[src/rtl/ex_wb_hazard_ctrl.sv]
// EX/MEM and MEM/WB control-register chain with operand forwarding selects and
// load-use hazard stall/bubble generation; mem_wait freezes the whole pipeline.
module ex_wb_hazard_ctrl #(
    parameter int RW         = 5,
    parameter int LU_BUBBLES = 1
) (
    input  logic          clk,
    input  logic          rst,
    input  logic          ex_reg_write,
    input  logic          ex_mem_read,
    input  logic          ex_mem_write,
    input  logic [1:0]    ex_mem_to_reg,
    input  logic [RW-1:0] ex_rd,
    input  logic [RW-1:0] ex_rs,
    input  logic [RW-1:0] ex_rt,
    input  logic [RW-1:0] id_rs,
    input  logic [RW-1:0] id_rt,
    input  logic          id_uses_rt,
    input  logic          mem_wait,
    output logic          mem_reg_write,
    output logic          mem_mem_read,
    output logic          mem_mem_write,
    output logic [1:0]    mem_mem_to_reg,
    output logic [RW-1:0] mem_rd,
    output logic          wb_reg_write,
    output logic [1:0]    wb_mem_to_reg,
    output logic [RW-1:0] wb_rd,
    output logic [1:0]    forward_a,
    output logic [1:0]    forward_b,
    output logic          pc_write,
    output logic          if_id_write,
    output logic          id_ex_write,
    output logic          id_ex_flush
);

    localparam int CNT_W = 2;

    typedef enum logic [0:0] {
        S_RUN   = 1'b0,
        S_STALL = 1'b1
    } state_t;

    // EX/MEM and MEM/WB control registers
    logic          mem_reg_write_q, mem_mem_read_q, mem_mem_write_q;
    logic [1:0]    mem_mem_to_reg_q;
    logic [RW-1:0] mem_rd_q;
    logic          wb_reg_write_q;
    logic [1:0]    wb_mem_to_reg_q;
    logic [RW-1:0] wb_rd_q;

    state_t            state_q, state_d;
    logic [CNT_W-1:0]  cnt_q, cnt_d;
    logic              hazard;
    logic              stall;

    // EX/MEM wins over MEM/WB; register 0 is hard-wired and never forwarded.
    function automatic logic [1:0] fwd_sel(
        input logic          src_reg,
        input logic          m_we,
        input logic [RW-1:0] m_rd,
        input logic          w_we,
        input logic [RW-1:0] w_rd,
        input logic [RW-1:0] src
    );
        logic [1:0] sel;
        sel = 2'b00;
        if (src_reg && m_we && (m_rd != '0) && (m_rd == src)) begin
            sel = 2'b10;
        end else if (src_reg && w_we && (w_rd != '0) && (w_rd == src)) begin
            sel = 2'b01;
        end
        return sel;
    endfunction

    always_ff @(posedge clk) begin
        if (rst) begin
            mem_reg_write_q  <= 1'b0;
            mem_mem_read_q   <= 1'b0;
            mem_mem_write_q  <= 1'b0;
            mem_mem_to_reg_q <= 2'b00;
            mem_rd_q         <= '0;
            wb_reg_write_q   <= 1'b0;
            wb_mem_to_reg_q  <= 2'b00;
            wb_rd_q          <= '0;
        end else if (!mem_wait) begin
            mem_reg_write_q  <= ex_reg_write;
            mem_mem_read_q   <= ex_mem_read;
            mem_mem_write_q  <= ex_mem_write;
            mem_mem_to_reg_q <= ex_mem_to_reg;
            mem_rd_q         <= ex_rd;
            wb_reg_write_q   <= mem_reg_write_q;
            wb_mem_to_reg_q  <= mem_mem_to_reg_q;
            wb_rd_q          <= mem_rd_q;
        end
    end

    assign hazard = ex_mem_read && (ex_rd != '0) &&
                    ((ex_rd == id_rs) || (id_uses_rt && (ex_rd == id_rt)));

    // The first bubble is issued from RUN; STALL covers the remaining LU_BUBBLES-1.
    always_comb begin
        state_d = state_q;
        cnt_d   = cnt_q;
        stall   = 1'b0;
        case (state_q)
            S_RUN: begin
                if (hazard) begin
                    stall = 1'b1;
                    if (LU_BUBBLES > 1) begin
                        state_d = S_STALL;
                        cnt_d   = CNT_W'(LU_BUBBLES - 1);
                    end
                end
            end
            S_STALL: begin
                stall = 1'b1;
                if (cnt_q <= CNT_W'(1)) begin
                    state_d = S_RUN;
                    cnt_d   = '0;
                end else begin
                    cnt_d = cnt_q - CNT_W'(1);
                end
            end
            default: begin
                state_d = S_RUN;
                cnt_d   = '0;
            end
        endcase
    end

    always_ff @(posedge clk) begin
        if (rst) begin
            state_q <= S_RUN;
            cnt_q   <= '0;
        end else if (!mem_wait) begin
            state_q <= state_d;
            cnt_q   <= cnt_d;
        end
    end

    // Reset overrides freeze, freeze overrides stall.
    always_comb begin
        pc_write    = 1'b1;
        if_id_write = 1'b1;
        id_ex_write = 1'b1;
        id_ex_flush = 1'b0;
        forward_a   = 2'b00;
        forward_b   = 2'b00;
        if (!rst) begin
            forward_a = fwd_sel(1'b1, mem_reg_write_q, mem_rd_q,
                                wb_reg_write_q, wb_rd_q, ex_rs);
            forward_b = fwd_sel(1'b1, mem_reg_write_q, mem_rd_q,
                                wb_reg_write_q, wb_rd_q, ex_rt);
            if (mem_wait) begin
                pc_write    = 1'b0;
                if_id_write = 1'b0;
                id_ex_write = 1'b0;
            end else if (stall) begin
                pc_write    = 1'b0;
                if_id_write = 1'b0;
                id_ex_flush = 1'b1;
            end
        end
    end

    assign mem_reg_write  = mem_reg_write_q;
    assign mem_mem_read   = mem_mem_read_q;
    assign mem_mem_write  = mem_mem_write_q;
    assign mem_mem_to_reg = mem_mem_to_reg_q;
    assign mem_rd         = mem_rd_q;
    assign wb_reg_write   = wb_reg_write_q;
    assign wb_mem_to_reg  = wb_mem_to_reg_q;
    assign wb_rd          = wb_rd_q;

endmodule
[config.mk]
export PLATFORM = sky130hd
export DESIGN_NAME = ex_wb_hazard_ctrl
export DESIGN_NICKNAME = d
export VERILOG_FILES = /design/src/rtl/ex_wb_hazard_ctrl.sv
export SDC_FILE = /design/constraint.sdc
export NUM_CORES = 1
export LEC_CHECK = 0
export BUFFER_PORTS_ARGS = -buffer_cell sky130_fd_sc_hd__buf_2
export CAP_MARGIN = 20
export CORE_ASPECT_RATIO = 1.25
export CORE_MARGIN = 2
export CORE_UTILIZATION = 45
export DETAILED_ROUTE_END_ITERATION = 12
export PLACE_DENSITY = 0.89
export SYNTH_ARGS = -nofsm -noshare
export SYNTH_HDL_FRONTEND = slang
export SYNTH_SLANG_ARGS = --single-unit
[constraint.sdc]
create_clock -name clk -period 2.3 [get_ports clk]
set_clock_uncertainty 0.2 [all_clocks]
set_input_delay 0.23 -clock clk [delete_from_list [all_inputs] [get_ports clk]]
set_output_delay 0.23 -clock clk [all_outputs]
set_load 0.03 [all_outputs]
==> impl_metrics.toml <==
[critical_path]
rrSetupSlack_ps = 1200
crit_arrival_ps = 1850
cp_data_required_time_ps = 1870
r2r-start = "wb_rd[3]"
worstReg2RegEnd = "wb_rd[3]"
crit_type = "reg -> out"
worstSetupStartpointType = "register"
crit_start = "wb_rd[2]"
reg2reg_depth = 4
critPathMaxFanout = 4
worstSetupEndpointType = "primary output"
worstSetupEndpoint = "forward_b[0]"

[synth]
synth-warning-count = 0
synth.avg_cell_area_um2 = 9.12
ys_seq_area_share_pct = 35.2
syn_inst = 131
ys_seq_elements = 21
synth_nets = 165
netlist-cell-type-count = 25
synth_area_um2 = 1190

[power]
clkPwrFrac_pct = 21.5
power_frac_comb_pct = 30.7
switching_power_w = 0.000265
p_leak_nw = 0.888
p_int_w = 0.000550
powerDensity_nw_per_um2 = 454
swShare_pct = 32.5
vdd_drop_max_v = 0.000400
p_seq_share_pct = 47.8

[global_routing]
grt_pass1_wl_um = 5610
gr-usage-all-layers_pct = 24.1
grt_start_max_net_pins = 28
antenna_found_initial = 0
grt_overflow_total = 0
grt_pass1_vias = 1238

[floorplanning]
io-pin-count = 60
chipWidth_um = 50.1
fp.dieArea_um2 = 3090
die_h_um = 61.6
initial_utilization_pct = 48.2
row_count = 20
core-area_um2 = 2480

[finish]
antenna_cells = 0
mostFrequentLayoutCells = "buf_2, nor2_1, xor2_1"
fillCellCount = 194
drive_above_1_share_pct = 47.1
multiInputGateArea_um2 = 816
seqCellArea_um2 = 444
stdcell_count = 239
layout.cells.most_common = "buf_2"
synthToLayoutAreaGrowth_pct = 50.4
layout.nets = 241

[cts]
clkTransAtPathRegs_ps = 120
cts-root-buf = "clkbuf_4"
numCtsBuffers = 3
insertion_delay_ps = 290
clk_path_buf_depth = 2
cts_tree = "built"
htreeDepth = 1
clock_sinks = 21

[detailed_routing]
viasPerCell = 5.14
ant_nets = 0
drc = 0
first_pass_iters = 4
detail_route.iter0.violations = 3
drt_wl_total_um = 3550
num_vias = 1229
wl_per_cell_um = 14.8

[timing]
max_freq_mhz = 438
period_needed_ps = 2280
slew_headroom_pct = 59.5
worstMarginPinSlew_ps = 607
min_period_over_period_pct = 99.3
slew_viol_final = 0
hold_violations = 0
setup_slack_ps = 16.0
finalSetupViolCount = 0
rsz0062_at_grt = "yes"

[placement]
hpwl_um = 2410
io_buffers = 59
pre_cts_ws_ps = 232
gp_congestion = 0.827
dp.cells = 221

[outcome]
status = "complete, no violations"

[run]
drv_cap = 0

[worst_hold_path]
hp-class = "in -> reg"
[timing repair]
action | in CTS | in global routing
hold endpoints to repair | 5 | 0
gates resized for setup | 23 | 5
hold buffers | 5 | 0
setup buffers | 9 | 0
endpoints found under the setup margin | 2 | 3
pin swaps | 7 | 1
[cells in the mapped netlist, drive strengths merged]
| master | count | area [µm²] |
|---|---|---|
| o41ai | 1 | 8.76 |
| or4 | 5 | 37.5 |
| mux2i | 18 | 180 |
| nor3 | 3 | 15.0 |
| a21oi | 1 | 5.00 |
| xnor2 | 11 | 96.3 |
| xor2 | 19 | 166 |
| a32oi | 1 | 8.76 |
| nand2b | 3 | 18.8 |
| nor4 | 5 | 43.8 |
| clkbuf | 3 | 11.3 |
| o21ai | 3 | 18.8 |
| nand2 | 3 | 11.3 |
| nor2b | 1 | 6.26 |
| o311a | 1 | 10.0 |
| dfxtp | 21 | 420 |
| buf | 4 | 21.3 |
| nor2 | 24 | 90.1 |
| nand3 | 2 | 10.0 |
| nor3b | 2 | 15.0 |
[cells by family (layout without fill, tap and decap cells)]
family                    count (synthesis)  in the layout  share of synthesized area, %
and+or+nand+nor                          48             48                          20.7
muxes                                    18             18                          15.1
buffers and inverters                     7             82                          2.72
DFF                                      21             21                          35.2
xor gates and xnor gates                 30             30                          22.0
AOI/OAI and AO/OA                         7              7                          4.29
[cell type report]
type,count,share of cell area [%]
flip-flops and latches,21,24.7
clock buffers,3,1.25
multi-input cells,103,45.4
well taps,33,2.30
repair buffers,78,26.0
clock inverters,1,0.279
[per-stage QoR]
| stage | TNS [ps] | utilization (%) | hold WS [ps] | total power, W | area (µm²) |
|---|---|---|---|---|---|
| 2_1_floorplan | 0 | - | 174 | 0.000534 | 1210 |
| 3_3_place_gp | 0 | 62.7 | 256 | 0.000608 | 1550 |
| 3_5_place_dp | 0 | 62.7 | 276 | 0.000614 | 1550 |
| 4_1_cts | 0 | 71.9 | 17.5 | 0.000815 | 1780 |
| 5_1_grt | -74.3 | 72.5 | 50.4 | 0.000851 | 1800 |
| 6_report | 0 | 72.5 | 27.1 | 0.000815 | 1800 |
[critical path: stages (launching register included)]
cell and delay, ps:
dfxtp_4 390, or4_4 120, o21ai_2 50, or4_4 540, nor4_4 260, buf_4 190
[power by group through the flow]
stage	sequential [W]	clock [W]	combinational, W
floorplan	0.000433	0	0.000101
global placement	0.000400	0	0.000209
global route	0.000392	0.000191	0.000268
CTS	0.000389	0.000181	0.000244
finish	0.000390	0.000175	0.000250
detailed placement	0.000401	0	0.000213
[worst min path at each step]
stage,from,to,depth (start not counted),slack (ps)
global route,ex_rd[1],mem_rd[1],3,50
detailed placement,cnt_q[1],state_q,2,280
floorplan,ex_mem_read,mem_mem_read,2,170
global placement,ex_mem_to_reg[0],mem_mem_to_reg[0],3,260
CTS,ex_rd[1],mem_rd[1],3,20
finish,ex_rd[1],mem_rd[1],3,30
[layer usage]
layer / routed length, µm / GRT usage [%]
met5: 0 / 0
met4: 76 / 8.73
met3: 191 / 3.16
met2: 1970 / 51.7
met1: 1320 / 23.0
(Power assumes the default switching activity.)
